### src/rtl/fetch_unit.sv
// Instruction fetch: PC/request generator, single outstanding memory request, DEPTH-entry {instr,pc} buffer to decode.
// Min latency request accept -> ir_valid is 2 cycles; requests stall while one is in flight or the buffer is full.
module fetch_unit #(
    parameter logic [31:0] RESET_PC = 32'h0000_0000,
    parameter int          DEPTH    = 2
) (
    input  logic        clk,
    input  logic        reset,
    output logic        mem_req_valid,
    input  logic        mem_req_ready,
    output logic [31:0] mem_req_addr,
    input  logic        mem_resp_valid,
    input  logic [31:0] mem_resp_data,
    output logic        ir_valid,
    input  logic        ir_ready,
    output logic [31:0] ir,
    output logic [31:0] ir_pc,
    input  logic        redirect_valid,
    input  logic [31:0] redirect_pc
);
    localparam int          PW      = (DEPTH > 1) ? $clog2(DEPTH) : 1;
    localparam logic [PW:0] DEPTH_C = DEPTH[PW:0];

    logic [31:0]   pc_q, pc_d;
    logic [31:0]   req_pc_q, req_pc_d;
    logic          outstanding_q, outstanding_d;
    logic          kill_q, kill_d;
    logic          run_q, run_d;
    logic [31:0]   instr_q [DEPTH];
    logic [31:0]   instr_d [DEPTH];
    logic [31:0]   ipc_q [DEPTH];
    logic [31:0]   ipc_d [DEPTH];
    logic [PW-1:0] rd_ptr_q, rd_ptr_d;
    logic [PW-1:0] wr_ptr_q, wr_ptr_d;
    logic [PW:0]   count_q, count_d;

    logic req_fire;
    logic resp_fire;
    logic pop;
    logic push;
    logic unused_bits;

    // run_q keeps requests off during the reset-held cycles without a path from the reset pin.
    assign mem_req_valid = run_q && !outstanding_q && (count_q < DEPTH_C);
    assign mem_req_addr  = pc_q;
    assign ir_valid      = (count_q != '0);
    assign ir            = instr_q[rd_ptr_q];
    assign ir_pc         = ipc_q[rd_ptr_q];
    assign unused_bits   = ^redirect_pc[1:0];

    assign req_fire  = mem_req_valid && mem_req_ready;
    assign resp_fire = mem_resp_valid && outstanding_q;
    assign pop       = ir_valid && ir_ready;

    always_comb begin
        pc_d          = pc_q;
        req_pc_d      = req_pc_q;
        outstanding_d = outstanding_q;
        kill_d        = kill_q;
        run_d         = 1'b1;
        instr_d       = instr_q;
        ipc_d         = ipc_q;
        rd_ptr_d      = rd_ptr_q;
        wr_ptr_d      = wr_ptr_q;
        count_d       = count_q;
        push          = 1'b0;

        if (redirect_valid) begin
            pc_d     = {redirect_pc[31:2], 2'b00};
            rd_ptr_d = '0;
            wr_ptr_d = '0;
            count_d  = '0;
            // An in-flight request whose data is not here yet must be swallowed later.
            if ((outstanding_q && !resp_fire) || req_fire) begin
                kill_d        = 1'b1;
                outstanding_d = 1'b1;
            end else begin
                kill_d        = 1'b0;
                outstanding_d = 1'b0;
            end
        end else begin
            if (req_fire) begin
                pc_d          = pc_q + 32'd4;
                outstanding_d = 1'b1;
                req_pc_d      = pc_q;
            end
            if (resp_fire) begin
                outstanding_d = 1'b0;
                if (kill_q) kill_d = 1'b0;
                else        push   = 1'b1;
            end
            if (push) begin
                instr_d[wr_ptr_q] = mem_resp_data;
                ipc_d[wr_ptr_q]   = req_pc_q;
                wr_ptr_d          = wr_ptr_q + 1'b1;
            end
            if (pop) rd_ptr_d = rd_ptr_q + 1'b1;
            case ({push, pop})
                2'b10:   count_d = count_q + 1'b1;
                2'b01:   count_d = count_q - 1'b1;
                default: count_d = count_q;
            endcase
        end
    end

    always_ff @(posedge clk) begin
        if (!reset) begin
            pc_q          <= RESET_PC;
            req_pc_q      <= '0;
            outstanding_q <= 1'b0;
            kill_q        <= 1'b0;
            run_q         <= 1'b0;
            rd_ptr_q      <= '0;
            wr_ptr_q      <= '0;
            count_q       <= '0;
            for (int i = 0; i < DEPTH; i++) begin
                instr_q[i] <= '0;
                ipc_q[i]   <= '0;
            end
        end else begin
            pc_q          <= pc_d;
            req_pc_q      <= req_pc_d;
            outstanding_q <= outstanding_d;
            kill_q        <= kill_d;
            run_q         <= run_d;
            rd_ptr_q      <= rd_ptr_d;
            wr_ptr_q      <= wr_ptr_d;
            count_q       <= count_d;
            instr_q       <= instr_d;
            ipc_q         <= ipc_d;
        end
    end
endmodule

### config.mk
export PLATFORM = sky130hd
export DESIGN_NAME = fetch_unit
export DESIGN_NICKNAME = d
export VERILOG_FILES = /design/src/rtl/fetch_unit.sv
export SDC_FILE = /design/constraint.sdc
export NUM_CORES = 1
export LEC_CHECK = 0
export ABC_AREA = 1
export CAP_MARGIN = 20
export CELL_PAD_IN_SITES_DETAIL_PLACEMENT = 1
export CELL_PAD_IN_SITES_GLOBAL_PLACEMENT = 1
export CORE_AREA = 5 5 213 132
export DETAILED_ROUTE_END_ITERATION = 16
export DIE_AREA = 0 0 218 137
export PLACE_DENSITY_LB_ADDON = 0.12
export SETUP_SLACK_MARGIN = 0.2
export SYNTH_ARGS = -nofsm -noshare
export SYNTH_HDL_FRONTEND = slang
export SYNTH_SLANG_ARGS = --single-unit
export TNS_END_PERCENT = 50
### constraint.sdc
create_clock -name clk -period 1.3 [get_ports clk]
set_input_delay 0.13 -clock clk [delete_from_list [all_inputs] [get_ports clk]]
set_output_delay 0.13 -clock clk [all_outputs]
set_load 0.01 [all_outputs]
# Word level (Yosys, flattened, before mapping)

Index checks and enable logic that the tools add are counted.

Bits in read-only memories: 0
Word-level logic and storage cells: 69
Latch bits: 0
Bits in writable memories: 0
Register bits after elaboration: 199
Output and inout port bits: 98
Memories: 0

Div/mod/pow operators: 0
Shifts and indexed selects: 0
Magnitude comparators: 4
Bitwise logic cells: 4
Multipliers: 0
Reductions and logical operators: 18
Mux-type cells: 23
Eq/ne operators: 2
Add/sub/neg operators: 5

Operators by type and width:

| operator                | number |
|---|---|
| $mux W32                | 9 |
| $bwmux W64              | 2 |
| $add A32 B3 Y32 const B | 1 |
| $demux W32 S1           | 1 |
| $mux W1                 | 10 |
| $reduce_bool A2 Y1      | 4 |
| $logic_and A1 B1 Y1     | 7 |
| $ge A2 B2 Y1 const B    | 2 |
| $not A1 Y2              | 2 |
| $pmux W2 S2             | 1 |
| $reduce_and A2 Y1       | 2 |
| $reduce_bool A3 Y1      | 1 |
| $add A1 B1 Y1 const B   | 2 |
| $add A2 B1 Y2 const B   | 1 |
| $eq A2 B1 Y1 const B    | 1 |
| $eq A2 B2 Y1 const B    | 1 |
| $logic_not A1 Y1        | 2 |
| $lt A2 B1 Y1 const B    | 1 |
| $lt A2 B2 Y1 const B    | 1 |
| $not A1 Y1              | 2 |
| $reduce_or A2 Y1        | 1 |
| $sub A2 B1 Y2 const B   | 1 |
| $logic_or A1 B1 Y1      | 1 |

# Logic depth before layout (Yosys ltp)

Gate-level depths: netlist of run 1.

Depth after elaboration: 7
Mapped depth: 11
Gate-level depth less buffers: 10

# Worst setup path before layout of run 1

No wires, ideal clock.

Path kind: reg-to-reg
Start: register pc_q[2] (netlist: mem_req_addr[2])
End: register pc_q[22] (netlist: mem_req_addr[22])
Library setup time: 0.109 ns
Stages on the path, launching flop included: 11
Arrival time: 1.407 ns
Path slack: -0.216 ns
Path through: dfxtp_1 -> ha_1 -> nand2_1 -> nor2_2 -> nand3_2 -> nor2_4 -> nand2_1 -> nand2_1 -> nand3b_1 -> nand2_1 -> inv_1

Word-level cells in the longest chain between the ends: 3

Ends and longest elaborated chain:

| element                | RTL line | RTL |
|---|---|---|
| start, declared        | 24       | `logic [31:0] pc_q, pc_d;` |
| start signal, assigned | 121      | `pc_q <= pc_d;` |
| $add A32 B3 Y32        | 83       | `pc_d = pc_q + 32'd4;` |
| $mux W32               | 82       | `if (req_fire) begin` |
| $mux W32               | 68       | `if (redirect_valid) begin` |

Every way passes these cells. The select of a mux whose other input is x is not followed.
A chain may end at the register's enable or synchronous reset.

# Worst setup path after layout of run 1

Start: register rd_ptr_q
End: output ir[22]

Word-level cells in the longest chain between the ends: 4

Ends and longest elaborated chain:

| element                                     | RTL line | RTL |
|---|---|---|
| start, declared                             | 33       | `logic [PW-1:0] rd_ptr_q, rd_ptr_d;` |
| start signal, assigned                      | 126      | `rd_ptr_q <= rd_ptr_d;` |
| $not A1 Y2 (implied by the code)            | 47       | `assign ir = instr_q[rd_ptr_q];` |
| $mux W32 (implied by the code) (3 in a row) | 47       |  |
| end, declared                               | 16       | `output logic [31:0] ir,` |

Every way passes these cells. The select of a mux whose other input is x is not followed.

==> impl_results.md, run 1 <==
- Status: finished with violations
- Violated checks: negative setup slack
- DR WL/cell: 20.2 um
- Die Height: 137 um
- Crit path max fanout: 5
- Critical Path Start: rd_ptr_q
- I/O pins: 168
- Final period util: 129%
- Highest clock rate: 598 MHz
- Crit path time final: 1670 ps
- Fraction of layout cells with a size suffix above 1: 48.0%
- Row Count: 46
- Most numerous cell in the Yosys netlist: nand2_1
- Leak: 6.59 nW
- Hold slack: 16.3 ps
- Post-synth EDFFs: 0
- Worst VDD drop: 783 uV
- CP Launch Type: flop
- DRT iter0 DRCs: 508
- Clk slew on worst S/H paths: 70 ps
- Initial antenna violation count: 0
- Critical path endpoint category: output pin
- Power per cell area: 889 nW/um^2
- Synth unique cells: 33
- Most instantiated cells after synthesis: nand2_1 (203), dfxtp_1 (191), o21ai_0 (191)
- Post-Syn Area per Cell: 7.00 um^2
- Max-cap violations: 0
- Seq/Total Area, Yosys: 45.5%
- YS warnings: 0
- Die area: 29900 um^2
- Hold_sp: reset
- Vias: 9602
- Core area: 26000 um^2
- Launching point of the worst reg2reg path: mem_req_addr[2]
- WP data required: 1170 ps
- GR Overflow Total: 0
- Final nets: 1630
- Root Buffer: clkbuf_16
- Min-Delay Path Class: in2reg
- # H-tree levels: 4
- Placed cell count: 1782
- Setup ws final: -373 ps
- All-layer global routing usage: 23.6%
- Placer Congestion: 0.853
- Sink Count: 191
- Slew Limit Fails: 0
- Final core area utilization: 60.2%
- Clk buf depth: 2
- Post-Syn Area: 8410 um^2
- Layout area overhead: 86.3%
- First-pass GRT wire length: 54700 um
- Initial Util: 32.3%
- Synth area leaders: dfxtp_1 (45%), o21ai_0 (11%), nand2_1 (9.1%)
- Clock Latency Late Sink: 450 ps
- RSZ-0062 raised after global routing: yes
- Chip width: 218 um
- Cells after Synth: 1201
- Vias in the first global route: 9700
- # port buffers: 161
- Post-route DRC: 0
- Hold Violations, Final: 0
- Arr. time, crit path: 1540 ps
- Detailed-router iteration count before antenna repair: 7
- Diode count: 0
- Largest net degree at the start of global routing: 66
- Cts bufs inserted: 17
- Setup CP Type: reg2out
- Post-DP HPWL: 21000 um
- Area fraction of the dominant cell type after synthesis: 45.5%
- Final wirelength: 38900 um
- Final setup vio count: 246
- Layout Skew: 13.9 ps
- Vias per cell: 4.98
- Final ANT Viol Nets: 0
- Synth area leader: dfxtp_1
- #FFs+latches synth: 191
- Async SR Flop Fraction: 0%
- Ys flop type: dfxtp_1
- CTS tree: built
- Cell Count, Final, Fillers Out: 1930
## critical path: stages (launching register included)
cell and delay [ps]:
dfxtp_4 370, buf_12 150, buf_12 140, clkbuf_16 160, o21ai_2 130, buf_2 150
## metrics by stage
stage	power [mW]	worst slack [ps]	cell area (um^2)	TNS, ps
floorplan	6.93	-40.0	8910	-149
global placement	7.79	-498	11700	-79350
detailed placement	7.81	-487	11700	-83260
CTS	13.7	-372	14200	-40370
global route	14.4	-433	15700	-57860
finish	13.9	-373	15700	-45410
## placed cells by master (no fill, tap or decap), types with 15 or more instances in the layout
| cell type | count |
|---|---|
| a211oi_2 | 15 |
| a21oi_1 | 57 |
| a21oi_2 | 61 |
| buf_12 | 40 |
| buf_16 | 27 |
| buf_2 | 41 |
| buf_4 | 99 |
| buf_6 | 122 |
| clkbuf_16 | 24 |
| clkdlybuf4s50_1 | 66 |
| dfxtp_1 | 155 |
| dfxtp_2 | 20 |
| dfxtp_4 | 16 |
| inv_1 | 145 |
| nand2_1 | 138 |
| nand2_2 | 43 |
| nand2_4 | 23 |
| nand3_1 | 31 |
| nor2_1 | 106 |
| nor2_2 | 16 |
| nor2_4 | 24 |
| o21ai_0 | 30 |
| o21ai_1 | 53 |
| o21ai_2 | 106 |
| o21ai_4 | 18 |
## state kept, by name (all words and copies together) (netlist names)
name / flops
count_q: 2
instr_q: 64
ipc_q: 60
kill_q: 1
mem_req_addr: 30
outstanding_q: 1
rd_ptr_q: 1
req_pc_q: 30
run_q: 1
wr_ptr_q: 1
## report_power, final
part           leakage, nW  internal, mW  switching, mW
Clock                0.301          3.26           2.45
Combinational         4.72          1.04           1.04
Sequential            1.57          6.00          0.131
## per-layer routing
layer / routed length, um / GRT usage, % / vias to the layer above
met1: 18100 / 32.5 / 4777
met4: 376 / 4.67 / 0
met5: 0 / 0 / -
met2: 19200 / 39.3 / 182
met3: 1320 / 4.36 / 29
li1: - / - / 4614
## timing repair
item | in CTS | in global routing
pin swaps | 57 | 82
setup buffers | 58 | 23
resized for setup | 739 | 329
gates cloned | 26 | 8
endpoints found under the setup margin | 283 | 283
hold buffers | 2 | 0
endpoints found under the hold margin | 2 | 0
## cell type report
type,instances,area (um^2)
clock buffer,20,447
clock inverter,11,164
fill,2985,10300
inverter,158,626
multi-input combinational,778,5210
sequential,191,3910
tap,360,450
timing repair buffer,412,4860
## worst paths after layout
kind / endpoint / depth (start not counted) / slack [ps]
setup / recovery: ir[22] / 5 / -370
hold / removal: mem_req_addr[16] / 3 / 20
setup reg to reg: mem_req_addr[22] / 10 / -350
hold reg to reg: instr_q[42] / 2 / 460
## cell families (layout without fill, tap and decap cells)
family	after synthesis	in the layout	synth area share, %
compound gates	358	358	22.1
xor+xnor	7	7	0.729
flops	191	191	45.5
buf+inv	235	601	11.1
fa+ha+maj	2	2	0.298
simple gates	407	407	20.2
other cells	1	4	0.0446
Note: power is estimated with default switching activity, not from simulation.
==> run 2, diff against run 1 <==
CORE_AREA = 2 2 210 129   (was 5 5 213 132)
CTS_CLUSTER_DIAMETER = 60   (was unset)
DIE_AREA = 0 0 212 131   (was 0 0 218 137)
==> run 2 against run 1 <==
  * Die area is 7.0% lower
  * Final cell count is 1.2% higher
  * Routed wire length is 13% higher
  * Core utilization is 3.3 points higher
  * Fmax is 2.2% lower
  * Via count is 4.8% higher
  * Sequential share of layout area is 1.2 points lower
  * Final area is 5.2% higher
  * Flip-flop and latch count stayed put
  * Clock skew is 3.3 ps lower
  * The run still ends with negative setup slack left
==> impl_results.md, run 2 (synthesis gave the netlist of run 1 again) <==
- GR Overflow Total: 0 (unchanged)
- Vias: 10061 (+4.8%)
- Top reg by flops: instr_q
- Cell Count, Final, Fillers Out: 1953 (+1.2%)
- Final ANT Viol Nets: 0 (unchanged)
- Max-cap violations: 0 (unchanged)
- Fraction of layout cells with a size suffix above 1: 52.8% (+4.8 points)
- Initial Util: 32.4% (+0.072 points)
- Core area: 26000 um^2 (-0.22%)
- Most frequent cells in the layout: dfxtp_1 (156), inv_1 (145), nand2_1 (133), buf_6 (122), buf_4 (111)
- Most frequent CP cell: buf_12
- Setup CP Type: reg2out
- CP max stage cell: dfxtp_4
- Final setup vio count: 247 (+0.41%)
- Final period util: 132% (+3.0 points)
- Initial antenna violation count: 0 (unchanged)
- Post-route DRC: 0 (unchanged)
- Total power: 14.2 mW (+2.0%)
- WP data required: 1170 ps (about the same)
- Commonest non-fill, non-tap cell in the layout: dfxtp_1
- DRT iter0 DRCs: 490 (-3.5%)
- Worst VDD drop: 1130 uV (+45%)
- Post-DP HPWL: 20800 um (-0.56%)
- Power per cell area: 862 nW/um^2 (-3.0%)
- Sink Count: 191 (unchanged)
- Max reg flops: 64 (unchanged)
- Final wirelength: 43800 um (+13%)
- Detailed-router iteration count before antenna repair: 5 (-2)
- Largest stage delay on the critical path: 390 ps (+20 ps)
- CP Launch Type: flop
- Largest net degree at the start of global routing: 57 (-14%)
- Top Registers: instr_q: 64 flops, ipc_q: 60 flops
- Diode count: 0 (unchanged)
- Crit path time final: 1710 ps (+38.4 ps)
- CP Cell Sequence: buf_12, buf_12, buf_16, nand2_2, o21ai_2, buf_2
- Slew Limit Headroom: 66.1%
- Status: finished with violations
- Placed cell count: 1803 (+1.2%)
- Pre-CTS setup slack: -469 ps (+17.2 ps)
- Vias per cell: 5.15 (+3.5%)
- Layout Skew: 10.6 ps (-3.34 ps)
- Final core area utilization: 63.5% (+3.3 points)
- Die Height: 131 um (-4.4%)
- Crit path max fanout: 7 (+2)
- Die area: 27800 um^2 (-7.0%)
- Measured slew at the worst slew-check pin: 508 ps
- Final setup TNS: -59240 ps (-13820 ps)
- Clk slew on worst S/H paths: 80 ps (about the same)
- Highest clock rate: 584 MHz (-2.2%)
- Root Buffer: clkbuf_16
- Top cell family by delay on the critical path: buffers and inverters
- Cts bufs inserted: 17 (unchanged)
- Vias in the first global route: 9956 (+2.6%)
- Leak: 7.18 nW (+9.0%)
- First-pass GRT wire length: 56900 um (+3.9%)
- Setup ws final: -411 ps (-38.4 ps)
- Arr. time, crit path: 1580 ps (+40 ps)
- Final nets: 1653 (+1.4%)
- Critical path endpoint category: output pin
- Chip width: 212 um (-2.8%)
- Placer Congestion: 0.841 (-1.4%)
- Clock Latency Late Sink: 460 ps (about the same)
- # port buffers: 161 (unchanged)
- Min-Delay Path Class: in2reg
- CTS tree: built
- Violated checks: negative setup slack
- Worst path bufs/invs: 4 (unchanged)
- Slew Limit Fails: 0 (unchanged)
- # H-tree levels: 4 (unchanged)
- Hold Violations, Final: 0 (unchanged)
- RSZ-0062 raised after global routing: yes
- Clk buf depth: 2 (unchanged)
- Row Count: 46 (unchanged)
- Layout area overhead: 96.1%
- All-layer global routing usage: 27.0% (+3.4 points)
- I/O pins: 168 (unchanged)
- DR WL/cell: 22.4 um (+11%)
run 2: repair_timing:
| action | 4_1_cts | 5_1_grt |
|---|---|---|
| endpoints found under the hold margin | 6 | 0 |
| buffers inserted | 52 | 26 |
| pin swaps | 87 | 88 |
| resized for setup | 842 | 359 |
| setup endpoints to repair | 282 | 283 |
| hold buffers | 1 | 0 |
| cloned | 32 | 8 |
run 2: through the flow:
step | instance area, um^2 | hold WS [ps]
CTS | 14800 | 130
detailed placement | 11900 | 399
finish | 16500 | 145
global placement | 11900 | 397
global route | 16500 | 140
floorplan | 8910 | 158
run 2: final timing paths:
path	from	to	slack, ps	cells past startpoint
setup / recovery	rd_ptr_q	ir[15]	-410	6
hold / removal	reset	ipc_q[50]	140	4
setup reg to reg	mem_req_addr[2]	mem_req_addr[23]	-380	9
hold reg to reg	instr_q[51]	instr_q[51]	450	2
run 2: layout make-up:
| type | count | area, um^2 |
|---|---|---|
| fill | 2812 | 9480 |
| timing repair buffer | 434 | 5110 |
| inverter | 158 | 613 |
| clock buffer | 22 | 484 |
| multi-input combinational | 779 | 5780 |
| tap | 360 | 450 |
| clock inverter | 9 | 130 |
| sequential | 191 | 3910 |
run 2: where the power goes:
group / total (mW) / internal [mW] / switching, mW
Sequential: 6.14 / 6.00 / 0.145
Clock: 5.74 / 3.23 / 2.52
Combinational: 2.32 / 1.14 / 1.18
run 2: metal layers:
metal  track usage, %  routed length (um)  up-vias
met2             45.0               21400      271
met1             35.5               19400     5040
met3             4.40                1780       78
met5             1.21                   0        -
met4             10.0                1210        0
li1                 -                   -     4672
run 2: worst min-delay path, cell delays in order:
cell and delay (ps):
buf_4 150, buf_12 170, o21ai_2 70, a21oi_2 30
